===== src/rtl/audio_pkg.sv =====
// rtl/audio_pkg.sv - shared constants and processing mode encodings for the I2S loopback core
package audio_pkg;
    localparam int SLOT_BITS = 32;
    localparam int WL_MIN    = 8;
    localparam int WL_MAX    = 32;
    localparam int CH_MIN    = 2;
    localparam int CH_MAX    = 8;

    typedef enum logic [1:0] {
        MODE_PASS = 2'b00,
        MODE_SWAP = 2'b01,
        MODE_MIX  = 2'b10,
        MODE_MUTE = 2'b11
    } mode_e;
endpackage


===== src/rtl/i2s_clk_gen.sv =====
// rtl/i2s_clk_gen.sv - BCLK/LRC divider with rise/fall/frame strobes and bit position
module i2s_clk_gen
    import audio_pkg::*;
#(
    parameter int  CH       = 2,
    parameter int  BCLK_DIV = 4,
    localparam int BC_W     = $clog2(CH * SLOT_BITS),
    localparam int B_W      = $clog2(SLOT_BITS),
    localparam int SLOT_W   = BC_W - B_W
)(
    input  logic              clk,
    input  logic              rst_n,
    input  logic              en,
    output logic              bclk,
    output logic              lrc,
    output logic              rise,
    output logic              fall,
    output logic              frame,
    output logic [SLOT_W-1:0] slot,
    output logic [B_W-1:0]    b
);
    localparam int CNT_W = $clog2(BCLK_DIV + 1);

    logic             run;
    logic             tick;
    logic [CNT_W-1:0] cnt;
    logic [BC_W-1:0]  bc;
    logic [BC_W-1:0]  bc_nxt;
    logic [BC_W-1:0]  pos;

    assign tick   = run && (cnt == CNT_W'(BCLK_DIV - 1));
    assign rise   = tick && !bclk;
    assign fall   = tick && bclk;
    assign frame  = fall && (bc == BC_W'(CH * SLOT_BITS - 1));
    assign bc_nxt = frame ? '0 : bc + BC_W'(1);

    // On a fall event the position refers to the bit about to be launched
    assign pos  = fall ? bc_nxt : bc;
    assign slot = pos[BC_W-1:B_W];
    assign b    = pos[B_W-1:0];

    always_ff @(posedge clk) begin
        if (!rst_n) begin
            run  <= 1'b0;
            cnt  <= '0;
            bc   <= '0;
            bclk <= 1'b0;
            lrc  <= 1'b0;
        end else if (!run) begin
            if (en) run <= 1'b1;
        end else begin
            if (tick) begin
                cnt  <= '0;
                bclk <= ~bclk;
            end else begin
                cnt <= cnt + CNT_W'(1);
            end
            if (fall) begin
                bc  <= bc_nxt;
                lrc <= (bc_nxt >= BC_W'(CH * SLOT_BITS / 2));
            end
            if (frame && !en) run <= 1'b0;
        end
    end
endmodule


===== src/rtl/i2s_loopback_core.sv =====
// rtl/i2s_loopback_core.sv - I2S/TDM master loopback: capture, per-frame processing, replay
module i2s_loopback_core
    import audio_pkg::*;
#(
    parameter int WL       = 24,
    parameter int CH       = 2,
    parameter int BCLK_DIV = 4
)(
    input  logic             clk,
    input  logic             rst_n,
    input  logic             en,
    input  logic [1:0]       mode,
    input  logic [2:0]       atten,
    input  logic             aud_adcdat,
    output logic             aud_bclk,
    output logic             aud_lrc,
    output logic             aud_dacdat,
    output logic [CH*WL-1:0] rx_data,
    output logic             rx_valid
);
    localparam int BC_W   = $clog2(CH * SLOT_BITS);
    localparam int B_W    = $clog2(SLOT_BITS);
    localparam int SLOT_W = BC_W - B_W;
    localparam int IDX_W  = $clog2(WL);
    localparam logic [B_W:0] WL_L = WL[B_W:0];

    logic              rise;
    logic              fall;
    logic              frame;
    logic [SLOT_W-1:0] slot;
    logic [B_W-1:0]    b;
    logic              in_word;
    logic [IDX_W-1:0]  tx_idx;

    logic [WL-1:0] rx_sh [CH];
    logic [WL-1:0] tx    [CH];
    logic [WL-1:0] pre   [CH];
    logic [WL-1:0] proc  [CH];

    i2s_clk_gen #(
        .CH       (CH),
        .BCLK_DIV (BCLK_DIV)
    ) u_clk_gen (
        .clk   (clk),
        .rst_n (rst_n),
        .en    (en),
        .bclk  (aud_bclk),
        .lrc   (aud_lrc),
        .rise  (rise),
        .fall  (fall),
        .frame (frame),
        .slot  (slot),
        .b     (b)
    );

    // Bit 0 of each slot is the I2S one-bit delay; bits past WL are padding
    assign in_word = (b != '0) && ({1'b0, b} <= WL_L);
    assign tx_idx  = IDX_W'(WL_L - {1'b0, b});

    always_comb begin
        logic [WL:0] sum;
        for (int s = 0; s < CH; s++) begin
            pre[s] = '0;
        end
        for (int p = 0; p < CH / 2; p++) begin
            // One extra bit keeps the pair sum from wrapping before the halving
            sum = {rx_sh[2*p][WL-1], rx_sh[2*p]} + {rx_sh[2*p+1][WL-1], rx_sh[2*p+1]};
            case (mode)
                MODE_PASS: begin
                    pre[2*p]   = rx_sh[2*p];
                    pre[2*p+1] = rx_sh[2*p+1];
                end
                MODE_SWAP: begin
                    pre[2*p]   = rx_sh[2*p+1];
                    pre[2*p+1] = rx_sh[2*p];
                end
                MODE_MIX: begin
                    pre[2*p]   = sum[WL:1];
                    pre[2*p+1] = sum[WL:1];
                end
                default: begin
                    pre[2*p]   = '0;
                    pre[2*p+1] = '0;
                end
            endcase
        end
        for (int s = 0; s < CH; s++) begin
            proc[s] = $signed(pre[s]) >>> atten;
        end
    end

    always_ff @(posedge clk) begin
        if (!rst_n) begin
            for (int s = 0; s < CH; s++) begin
                rx_sh[s] <= '0;
                tx[s]    <= '0;
            end
            rx_data    <= '0;
            rx_valid   <= 1'b0;
            aud_dacdat <= 1'b0;
        end else begin
            rx_valid <= frame && en;
            if (rise && in_word) rx_sh[slot] <= {rx_sh[slot][WL-2:0], aud_adcdat};
            if (fall) aud_dacdat <= in_word ? tx[slot][tx_idx] : 1'b0;
            if (frame) begin
                for (int s = 0; s < CH; s++) begin
                    if (en) rx_data[s*WL +: WL] <= rx_sh[s];
                    // A stopping core restarts from silence rather than a stale frame
                    tx[s] <= en ? proc[s] : '0;
                end
            end
        end
    end
endmodule


===== config.mk =====
export PLATFORM = sky130hd
export DESIGN_NAME = i2s_loopback_core
export DESIGN_NICKNAME = d
export VERILOG_FILES = /design/src/rtl/audio_pkg.sv /design/src/rtl/i2s_clk_gen.sv /design/src/rtl/i2s_loopback_core.sv
export SDC_FILE = /design/constraint.sdc
export NUM_CORES = 1
export LEC_CHECK = 0
export BUFFER_PORTS_ARGS = -buffer_cell sky130_fd_sc_hd__buf_2
export CORE_MARGIN = 5
export CORE_UTILIZATION = 40
export DETAILED_ROUTE_END_ITERATION = 8
export GPL_ROUTABILITY_DRIVEN = 0
export MAX_ROUTING_LAYER = met4
export PLACE_DENSITY_LB_ADDON = 0.2
export SLEW_MARGIN = 5
export SYNTH_ARGS = -nofsm -noshare
export SYNTH_HDL_FRONTEND = slang
export SYNTH_SLANG_ARGS = --single-unit

===== constraint.sdc =====
create_clock -name clk -period 6.7 [get_ports clk]
set_input_delay 1.34 -clock clk [delete_from_list [all_inputs] [get_ports clk]]
set_output_delay 1.34 -clock clk [all_outputs]
set_load 0.03 [all_outputs]

After elaboration in Yosys (flattened, before gate mapping)
Memory sizes are Yosys's and may differ from the RTL's.
Index checks and enable logic that the tools add are counted.
- register bits: 62
- bits in writable memories: 96
- input bits: 9
- output and inout bits: 52
- logic and storage cells: 66
- memories kept: 2
- memories (name ; depth ; width ; read ports ; clocked after Yosys merged registers in ; wr ports ; line ; source):
    rx_sh ; 2 ; 24 ; 3 ; 0 ; 2 ; i2s_loopback_core.sv:35 ; logic [WL-1:0] rx_sh [CH];
    tx ; 2 ; 24 ; 1 ; 0 ; 2 ; i2s_loopback_core.sv:36 ; logic [WL-1:0] tx [CH];
- add/subtract/negate cells: 4
- magnitude comparators: 3
- equal/unequal tests: 4
- shifts and indexed selects: 2
- muxes and demuxes: 24
- bitwise logic cells: 3
- reductions and logical operators: 16
- operators with widths (cell ; count):
    $pmux W48 S3 ; 1
    $mux W24 ; 5
    $sshr A24 B3 Y24 ; 2
    $add A24 B24 Y25 ; 1
    $reduce_or A24 Y1 ; 1
    $mux W1 ; 14
    $mux W6 ; 2
    $logic_and A1 B1 Y1 ; 8
    $add A6 B1 Y6 const B ; 1
    $eq A6 B6 Y1 const B ; 1
    $ge A6 B6 Y1 const B ; 1
    $lt A5 B6 Y1 const B ; 1
    $reduce_and A2 Y1 ; 3
    $bmux W1 S5 ; 1
    $le A5 B5 Y1 const B ; 1
    $reduce_bool A5 Y1 ; 1
    $sub A5 B5 Y5 const A ; 1
    $add A3 B1 Y3 const B ; 1
    $eq A3 B2 Y1 const B ; 1
    $mux W3 ; 1
    $eq A2 B1 Y1 const B ; 1
    $eq A2 B2 Y1 const B ; 1
    $logic_not A1 Y1 ; 2
    $logic_not A2 Y1 ; 1
    2 further kinds ; 3

Logic depth before layout (Yosys ltp)
Gate-level depths: netlist of the first run.
- depth in word-level cells: 14
- depth in mapped cells: 16
- mapped depth without buffers: 13

By module
Synthesis of the first run repeated with hierarchy kept, for this count alone.
- cell total of the unflattened synthesis: 1217
- area, all modules: 11024.3 um2
- modules (own cells, without submodules) (module ; times used ; cells an instance ; area each (um2) ; sequential area each (um2)):
    i2s_loopback_core ; 1 ; 1149 ; 10406.2 ; 3883.7
    i2s_clk_gen ; 1 ; 68 ; 618.1 ; 240.2

Worst setup path before layout of the first run
No wires, ideal clock.
- path kind: reg-to-reg
- start point: register u_clk_gen.bclk
- end point: memory tx[0][0] (enable)
- library setup time: 0.520 ns
- data arrival time: 4.307 ns
- data required time: 6.180 ns
- slack: 1.873 ns
- stages on the path, launching flop included: 4
- path buffers: 1
- clock period less this slack: 4.827 ns
- cells stage by stage: dfxtp_1 > nand4b_1 > buf_4 > o21ai_0
- RTL lines (what ; line ; source):
    from (decl) ; i2s_clk_gen.sv:14 ; output logic bclk,
    from (signal assigned) ; i2s_clk_gen.sv:54 ; bclk <= ~bclk;
    to (decl) ; i2s_loopback_core.sv:36 ;

==> metrics.txt, run 1 <==
part of the cycle the worst path needs=0.738; CORE AREA=26700 sq um; Clock Path Buffers=2; fin crit period=4.95 ns; Syn Nets=1238; Synth Warn #=0; total grt overflow=0; main area contributors after synthesis=edfxtp_1 (27%), dfxtp_1 (12%), nand2_1 (6.2%), mux2i_1 (5.5%), a21boi_0 (3.7%); CTS sink cnt=158; first-pass GRT wire length=48200 microns; Die H=174 microns; Syn Inst Count=1202; Fin. Hold Viols=0; most common cell in the netlist=nand2_1; DP Wirelength=21900 microns; Setup Skew=0.0203 ns; setup repair after global routing missed its margin=no; DRT iter0 DRCs=985; fin nets=1237; port bufs=60; placed inst area=11200 sq um; largest net degree at the start of global routing=58; smallest hold slack=0.462 ns; H-Tree Depth=4; Post-CTS Setup Bufs=0; row cnt=60; Total Power=2510 uW; synthesized area per cell=8.92 sq um; CP max stage delay=0.69 ns; final WL=30100 microns; WHS Endpoint=rx_data[30]; layout cells sized above 1=0.131; Slew headroom=0.209; register area=4120 sq um; antenna violations before repair=0; Worst Slack Setup Final=1.75 ns; HP Class=register to register; post-synth top area share=0.269; worst hold path cell count=2; n_diodes=0; FILL cells=2591; setup TNS=0 ns; cell mode on critical path=ha_1; Post-synth top flop=edfxtp_1; Yosys reg bits=158; Netlist cell types=87; Pleak=0.00448 uW; WL per Instance=19.3 microns; post-route cell area=11800 sq um; Reg2Reg Depth=14; synthesized area=10700 sq um; Initial Util=0.402; hold_buf cts=0; All-Layer GR Usage=0.201; Worst-path clk slew=0.07 ns; crit-path cells=ha_1, nand4b_1, a311oi_1, a21o_1, inv_2, ha_1, and2_1, o22ai_1, a22oi_1, o311ai_1, or4_4, nor2b_2, buf_4, nand2b_1; vias in the first global route=8793; CP Buf/Inv Count=2; CTS tree=yes; DRC errors left=0; worst slew pin tran=1.18 ns; area leader, netlist=edfxtp_1; die width=174 microns; I/O Pins=61; via count=9332; Final setup viols=0; sequential cell area fraction in the yosys report=0.385; crit path kind=register to register; post_cts resized=0; area of the die=30200 sq um; Crit Path Max Fanout=25; area of the multi-input gates=6190 sq um; Critical Path RT=6.64 ns; worst hold path startpoint=rx_data[30]; Max Clock Freq=0.202 GHz; Area growth syn-to-layout=10.3%; asr flop ratio synth=0; Final Slew Violations=0; kind of end point of the critical path=register; run status=finished, final reports clean; worst vdd ir=0.000160 V; CTS root buf=clkbuf_16; critical path arrival=4.89 ns; reg-to-reg startpoint=u_clk_gen.cnt[0]; # Max-Cap Violations=0; Routed Antenna Nets=0; CTS Buf Count=17; clock latency at the later pin of the worst-skew pair=0.44 ns; worst r2r dst=rx_sh[1][5]; Pre-Repair DR Iteration Count=8; critical path startpoint category=register; slowest stage cell, crit path=nand2b_1; Crit path max-delay family=simple AND/OR/NAND/NOR gates; number of synthesized flops with an enable pin=96; synth cell count leaders=nand2_1 (178), edfxtp_1 (96), nor2_1 (81); pre-CTS setup slack=1.80 ns; Power Dens Cells=212 nW/um^2; R2R Setup Slk=1.75 ns; via/cell ratio=6.00
==> sequential cells by signal (all words and copies together) (netlist names), 3 cells and up <==
| signal | flops |
|---|---|
| rx_sh | 48 |
| tx | 48 |
| u_clk_gen.cnt | 3 |
| u_clk_gen.bc | 6 |
| rx_data | 48 |
==> metrics by stage <==
step	util	cells
5_1_grt	0.444	1555
6_report	0.444	1555
3_5_place_dp	0.420	1523
3_3_place_gp	0.420	1523
4_1_cts	0.444	1555
2_1_floorplan	-	1202
==> layer usage <==
metal	wire, microns	GRT usage
met1	14500	0.278
met2	13300	0.301
met3	1290	0.0303
met4	910	0.0699
met5	0	-
==> report_power, final <==
group	switching [uW]	internal (uW)	total (uW)
clock	433	623	1060
combinational	237	132	369
sequential	30.7	1060	1090
==> layout by cell type (no fill, tap or decap), drive strengths merged, types with 13 or more instances in the layout <==
master,synthesis,routed
a211oi,36,36
a21boi,54,54
a21oi,71,71
and2,59,59
and3,25,25
buf,23,71
clkbuf,68,18
dfxtp,62,62
edfxtp,96,96
ha,26,26
inv,15,23
mux2,25,25
mux2i,59,59
nand2,178,178
nand3,21,21
nor2,82,82
nor3,24,24
o21ai,52,52
o22ai,13,13
==> worst max path at each step <==
stage	slack, ns	cells past startpoint	from	to
floorplan	1.87	3	u_clk_gen.bclk	tx[0][0]
detailed placement	1.80	14	u_clk_gen.cnt[0]	rx_sh[1][0]
global route	1.29	14	u_clk_gen.cnt[0]	rx_sh[1][23]
CTS	1.75	14	u_clk_gen.cnt[0]	rx_sh[1][23]
finish	1.75	14	u_clk_gen.cnt[0]	rx_sh[1][5]
global placement	1.89	14	u_clk_gen.cnt[0]	rx_sh[1][1]
==> worst reg2reg max path: stages, from the launching register on <==
cell	delay [ns]
dfxtp_1	0.35
ha_1	0.21
nand4b_1	0.49
a311oi_1	0.45
a21o_1	0.36
inv_2	0.16
ha_1	0.29
and2_1	0.18
o22ai_1	0.14
a22oi_1	0.11
o311ai_1	0.51
or4_4	0.27
nor2b_2	0.05
buf_4	0.19
nand2b_1	0.70
==> cells by family (layout without fill, tap and decap cells) <==
| family | count (synthesis) | count (layout) | synth area share |
|---|---|---|---|
| buf+inv | 107 | 119 | 0.0407 |
| flops | 158 | 158 | 0.385 |
| mux | 90 | 90 | 0.0939 |
| xor+xnor | 12 | 12 | 0.0111 |
| fa+ha+maj | 27 | 27 | 0.0322 |
| simple gates | 446 | 446 | 0.198 |
| compound gates | 362 | 362 | 0.240 |
==> cell type report <==
cell class,instances,share of cell area
Multi-Input combinational cell,937,0.524
Sequential cell,158,0.349
Clock buffer,18,0.0381
Tap cell,341,0.0361
Timing Repair Buffer,71,0.0324
Clock inverter,14,0.0160
Inverter,16,0.00508
Power figures use the tool's default switching activity.
==> run 2, diff against run 1 <==
==> constraint.sdc (replaced) <==
create_clock -name clk -period 5.1 [get_ports clk]
set_input_delay 1.02 -clock clk [delete_from_list [all_inputs] [get_ports clk]]
set_output_delay 1.02 -clock clk [all_outputs]
set_load 0.03 [all_outputs]
==> run 2 against run 1 <==
  * Via count shrank 0.95%
  * Critical path depth shrank 1
  * Sequential share of layout area shrank 0.085 points
  * Clock skew shrank 0.0073 ns
  * Sequential cell count is the same
  * Worst setup slack lost 0.89 ns
==> metrics.txt, run 2 (synthesis gave the netlist of run 1 again) <==
most frequent cells in the layout=nand2_1 (178), edfxtp_1 (96), nor2_1 (80), a21oi_1 (70), dfxtp_1 (62); part of the cycle the worst path needs=0.831 (+0.0923); H-Tree Depth=4 (unchanged); antenna violations before repair=0 (unchanged); CP Buf/Inv Count=2 (unchanged); Pre-Repair DR Iteration Count=8 (unchanged); Setup Skew=0.0131 ns (-0.00727 ns); slowest stage cell, crit path=xnor3_1; Pleak=0.00452 uW (+0.69%); run status=finished, final reports clean; DRT iter0 DRCs=924 (-6.2%); row cnt=60 (unchanged); Final Slew Violations=0 (unchanged); crit-path cells=ha_1, nand4b_1, buf_4, a311oi_1, a21o_1, inv_2, ha_1, xnor3_1, mux2_2, a2111oi_0, a21oi_1, a211oi_1, o21ai_1; # Max-Cap Violations=0 (unchanged); critical path startpoint category=register; crit path kind=register to register; pre-CTS setup slack=0.930 ns (-0.866 ns); Area growth syn-to-layout=10.5%; Critical Path RT=5.41 ns (-1.23 ns); setup repair after global routing missed its margin=no; area of the die=30200 sq um (unchanged); critical path arrival=4.55 ns (-0.34 ns); CP max stage delay=0.94 ns (+0.25 ns); Reg2Reg Depth=13 (-1); final WL=30000 microns (-0.31%); n_diodes=0 (unchanged); All-Layer GR Usage=0.202 (+0.00133); HP Class=register to register; CTS Buf Count=17 (unchanged); critical path depth=13 (-1); fin crit period=4.24 ns (-0.711 ns); cell mode on critical path=ha_1; WL per Instance=19.1 microns (-1.0%); Die H=174 microns (unchanged); die width=174 microns (unchanged); CTS sink cnt=158 (unchanged); worst vdd ir=0.000158 V (-1.1%); Crit Path Max Fanout=20 (-20%); largest net degree at the start of global routing=61 (+5.2%); final std cells w/o fill=1566 (+0.71%); Power Dens Cells=269 nW/um^2 (+27%); worst slew pin tran=1.19 ns (+0.00442 ns); most common cell after layout, fill and taps aside=nand2_1; CTS root buf=clkbuf_16; worst hold path cell count=2 (unchanged); total grt overflow=0 (unchanged); Slew headroom=0.207 (-0.00295); clock latency at the later pin of the worst-skew pair=0.43 ns (about the same); hold_buf cts=0 (unchanged); Routed Antenna Nets=0 (unchanged); via/cell ratio=5.90 (-1.6%); layout cells sized above 1=0.138 (+0.00699); kind of end point of the critical path=register; Post-CTS Setup Bufs=0 (unchanged); Crit path max-delay family=compound AO/OA/AOI/OAI gates; first-pass GRT wire length=48500 microns (+0.49%); setup TNS=0 ns (unchanged); Worst-path clk slew=0.07 ns (about the same); vias in the first global route=8786 (-0.080%); fin nets=1248 (+0.89%); Clock Path Buffers=2 (unchanged); Fin. Hold Viols=0 (unchanged); Worst Slack Setup Final=0.864 ns (-0.889 ns); Final setup viols=0 (unchanged); post_cts resized=0 (unchanged); Inst Count DP=1534 (+0.72%); DRC errors left=0 (unchanged); CORE AREA=26700 sq um (unchanged); port bufs=60 (unchanged); Top Registers=rx_data x48, rx_sh x48, tx x48; DP Wirelength=22200 microns (+1.1%); I/O Pins=61 (unchanged); Max Clock Freq=0.236 GHz (+17%); Initial Util=0.402 (unchanged); via count=9243 (-0.95%); CTS tree=yes
[run 2: cell count changes in the layout (fill, tap and decap cells not counted), sizes merged]
cell      change
bufinv        -3
inv           +4
clkbuf        +1
buf          +11
clkinv        -1
clkinvlp      -1
[run 2: layout make-up]
cell class                 instances  area, sq um
clock buffer                      19          454
multi-input combinational        937         6190
timing repair buffer              82          465
sequential                       158         4120
inverter                          16         60.1
clock inverter                    13          131
tap                              341          427
fill                            2601        14800
[run 2: power by group]
| group | internal (uW) | leakage [uW] | switching [uW] | total [uW] |
|---|---|---|---|---|
| clock | 684 | 0.000292 | 598 | 1280 |
| sequential | 1390 | 0.00143 | 36.6 | 1420 |
| combinational | 177 | 0.00279 | 311 | 488 |
| total | 2250 | 0.00452 | 946 | 3190 |
[run 2: path summary, 6_finish.rpt]
kind	startpoint	end	slack [ns]
setup / recovery	u_clk_gen.cnt[0]	aud_dacdat	0.86
hold / removal	rx_data[30]	rx_data[30]	0.46
setup reg to reg	u_clk_gen.cnt[0]	aud_dacdat	0.86
hold reg to reg	rx_data[30]	rx_data[30]	0.46
[run 2: through the flow]
step           instance area (sq um)  total power, uW  utilization  hold WS (ns)
2_1_floorplan                  10700             1800            -         0.469
3_3_place_gp                   11300             1930        0.423         0.450
3_5_place_dp                   11300             1930        0.423         0.455
4_1_cts                        11900             3220        0.445         0.465
5_1_grt                        11900             3340        0.445         0.490
6_report                       11900             3190        0.445         0.460
[run 2: worst min-delay path: stages (launching register included)]
cell and delay, ns:
dfxtp_1 0.31, nand2_1 0.04, a21boi_0 0.06
[run 2: per-layer routing]
layer  GRT usage  part of all wire
met1       0.273              0.47
met3      0.0273             0.044
met5           -                 0
met2       0.316              0.46
met4      0.0663             0.029
==> run 3, diff against run 2 <==
--- a/config.mk
+++ b/config.mk
@@ -5,6 +5,7 @@
 export SDC_FILE = /design/constraint.sdc
 export NUM_CORES = 1
 export LEC_CHECK = 0
+export ABC_AREA = 1
 export BUFFER_PORTS_ARGS = -buffer_cell sky130_fd_sc_hd__buf_2
 export CORE_MARGIN = 5
 export CORE_UTILIZATION = 40
==> constraint.sdc (replaced) <==
create_clock -name clk -period 4.35 [get_ports clk]
set_input_delay 0.87 -clock clk [delete_from_list [all_inputs] [get_ports clk]]
set_output_delay 0.87 -clock clk [all_outputs]
set_load 0.03 [all_outputs]
==> run 3 against run 2 <==
  * Via count up 6.2%
  * Final cell count up 18%
  * Sequential cell count unchanged
  * Clock power up 16%
  * Sequential share of layout area up 1.1 points
  * Final area down 3.0%
  * Worst setup slack better by 0.28 ns
  * Synthesized area down 3.2%
  * Count of clock-buffer cells in the layout down 1
  * Core utilization about the same
==> metrics.txt, run 3 <==
Final Slew Violations=0 (unchanged); Top Registers=rx_data x48, rx_sh x48, tx x48; CTS tree=yes; Syn Nets=1517 (+23%); crit-path cells=ha_1, nand2_2, nor2_2, inv_1, o21ai_1, nand2_1, nand2_2, ha_1, nand2_1, nand4_1, nor2_1, nand2_1, nand3_2, nor3_4, nand2_4, nand2_1, buf_4; CTS root buf=clkbuf_16; worst vdd ir=0.000224 V (+42%); synthesized area per cell=7.01 sq um (-21%); slowest stage cell, crit path=dfxtp_1; area leader, netlist=edfxtp_1; number of synthesized flops with an enable pin=96 (unchanged); area of the die=29300 sq um (-3.0%); I/O Pins=61 (unchanged); clock latency at the later pin of the worst-skew pair=0.43 ns (about the same); run status=finished, final reports clean; CP Buf/Inv Count=2 (unchanged); synth cell count leaders=nand2_1 (374), nand3_1 (231), inv_1 (191); WL per Instance=15.9 microns (-17%); layout cells sized above 1=0.112 (-0.0261); DRT iter0 DRCs=719 (-22%); antenna violations before repair=0 (unchanged); via count=9812 (+6.2%); n_diodes=0 (unchanged); cell mode on critical path=nand2_1; fin crit period=3.20 ns (-1.03 ns); setup TNS=0 ns (unchanged); Syn Inst Count=1481 (+23%); final std cells w/o fill=1855 (+18%); Final setup viols=0 (unchanged); most common cell after layout, fill and taps aside=nand2_1; sequential cell area fraction in the yosys report=0.397 (+0.0128); synthesized area=10400 sq um (-3.2%); # Max-Cap Violations=0 (unchanged); Post-synth top flop=edfxtp_1; post-route cell area=11500 sq um (-3.0%); Pre-Repair DR Iteration Count=5 (-3); critical path startpoint category=register; Crit Path Max Fanout=24 (+20%); Post-CTS Setup Bufs=0 (unchanged); final WL=29500 microns (-1.7%); part of the cycle the worst path needs=0.736 (-0.0943); placed inst area=10900 sq um (-3.0%); kind of end point of the critical path=register; most common cell in the netlist=nand2_1; H-Tree Depth=4 (unchanged); Slew headroom=0.274 (+0.0679); Setup Skew=0.0135 ns (+0.000479 ns); Crit path max-delay family=simple AND/OR/NAND/NOR gates; Max Clock Freq=0.312 GHz (+32%); Inst Count DP=1823 (+19%); main area contributors after synthesis=edfxtp_1 (28%), nand2_1 (14%), dfxtp_1 (12%), nand3_1 (11%), inv_1 (6.9%); Fin. Hold Viols=0 (unchanged); Synth Warn #=0 (unchanged); setup repair after global routing missed its margin=no; Worst-path clk slew=0.07 ns (about the same); Netlist cell types=44 (-49%); fin nets=1543 (+24%); crit path kind=register to register; Yosys reg bits=158 (unchanged); first-pass GRT wire length=48100 microns (-0.81%); most frequent cells in the layout=nand2_1 (373), nand3_1 (231), inv_1 (191), nor2_1 (98), edfxtp_1 (96); critical path arrival=3.31 ns (-1.24 ns); row cnt=59 (-1.7%); port bufs=60 (unchanged); Initial Util=0.402 (-0.000748); DRC errors left=0 (unchanged); Critical Path RT=4.45 ns (-0.96 ns); Power Dens Cells=312 nW/um^2 (+16%); largest net degree at the start of global routing=97 (+59%); die width=171 microns (-1.5%); HP Class=register to register; Pleak=0.00535 uW (+19%); Area growth syn-to-layout=10.8%; CTS Buf Count=17 (unchanged); asr flop ratio synth=0 (unchanged); DP Wirelength=22600 microns (+2.0%); via/cell ratio=5.29 (-10%); CORE AREA=25800 sq um (-3.1%); Routed Antenna Nets=0 (unchanged); Clock Path Buffers=2 (unchanged); All-Layer GR Usage=0.210 (+0.00782); post_cts resized=0 (unchanged); hold_buf cts=0 (unchanged); vias in the first global route=9169 (+4.4%); post-synth top area share=0.278 (+0.00898); worst slew pin tran=1.08 ns (-0.104 ns); CTS sink cnt=158 (unchanged); CP max stage delay=0.39 ns (-0.55 ns); Die H=171 microns (-1.5%); total grt overflow=0 (unchanged)
run 3: worst paths after layout:
kind / from / to / slack, ns / depth (start not counted)
worst max-delay path: u_clk_gen.bc[0] / rx_sh[0][15] / 1.15 / 17
worst min-delay path: u_clk_gen.cnt[0] / u_clk_gen.cnt[0] / 0.49 / 1
worst max register to register: u_clk_gen.bc[0] / rx_sh[0][15] / 1.15 / 17
worst min register to register: u_clk_gen.cnt[0] / u_clk_gen.cnt[0] / 0.49 / 1
run 3: through the flow:
step | worst slack (ns) | utilization | hold WS [ns] | power, uW
after floorplan | 1.10 | - | 0.446 | 2000
after global placement | 1.28 | 0.423 | 0.457 | 2120
after detailed placement | 1.19 | 0.423 | 0.476 | 2120
after CTS | 1.16 | 0.445 | 0.490 | 3600
after global routing | 0.844 | 0.445 | 0.516 | 3740
final | 1.15 | 0.445 | 0.492 | 3580
run 3: routing by layer:
layer | part of all wire | GRT usage | up-vias | wire [microns]
li1 | - | - | 4976 | -
met2 | 0.44 | 0.321 | 292 | 13100
met4 | 0.019 | 0.0558 | 0 | 549
met1 | 0.49 | 0.296 | 4506 | 14300
met5 | 0 | - | - | 0
met3 | 0.050 | 0.0277 | 38 | 1480
run 3: cell type report:
class / count / area [sq um]
fill: 2735 / 14300
clock inverter: 14 / 143
multi-input combinational: 1057 / 5220
tap: 335 / 419
sequential: 158 / 4120
clock buffer: 18 / 429
timing repair buffer: 77 / 428
inverter: 196 / 738
run 3: cell families after synthesis:
kind of cell / share of synthesized area
buffers and inverters: 0.101
adder cells (fa/ha/maj): 0.0333
AO/OA/AOI/OAI: 0.127
AND/OR/NAND/NOR: 0.339
flip-flops: 0.397
XOR/XNOR: 0.00253
run 3: power breakdown:
| group | switching [uW] | internal [uW] | total (uW) |
|---|---|---|---|
| clock network | 717 | 768 | 1480 |
| registers | 19.0 | 1620 | 1640 |
| logic | 327 | 135 | 462 |
| total | 1060 | 2520 | 3580 |
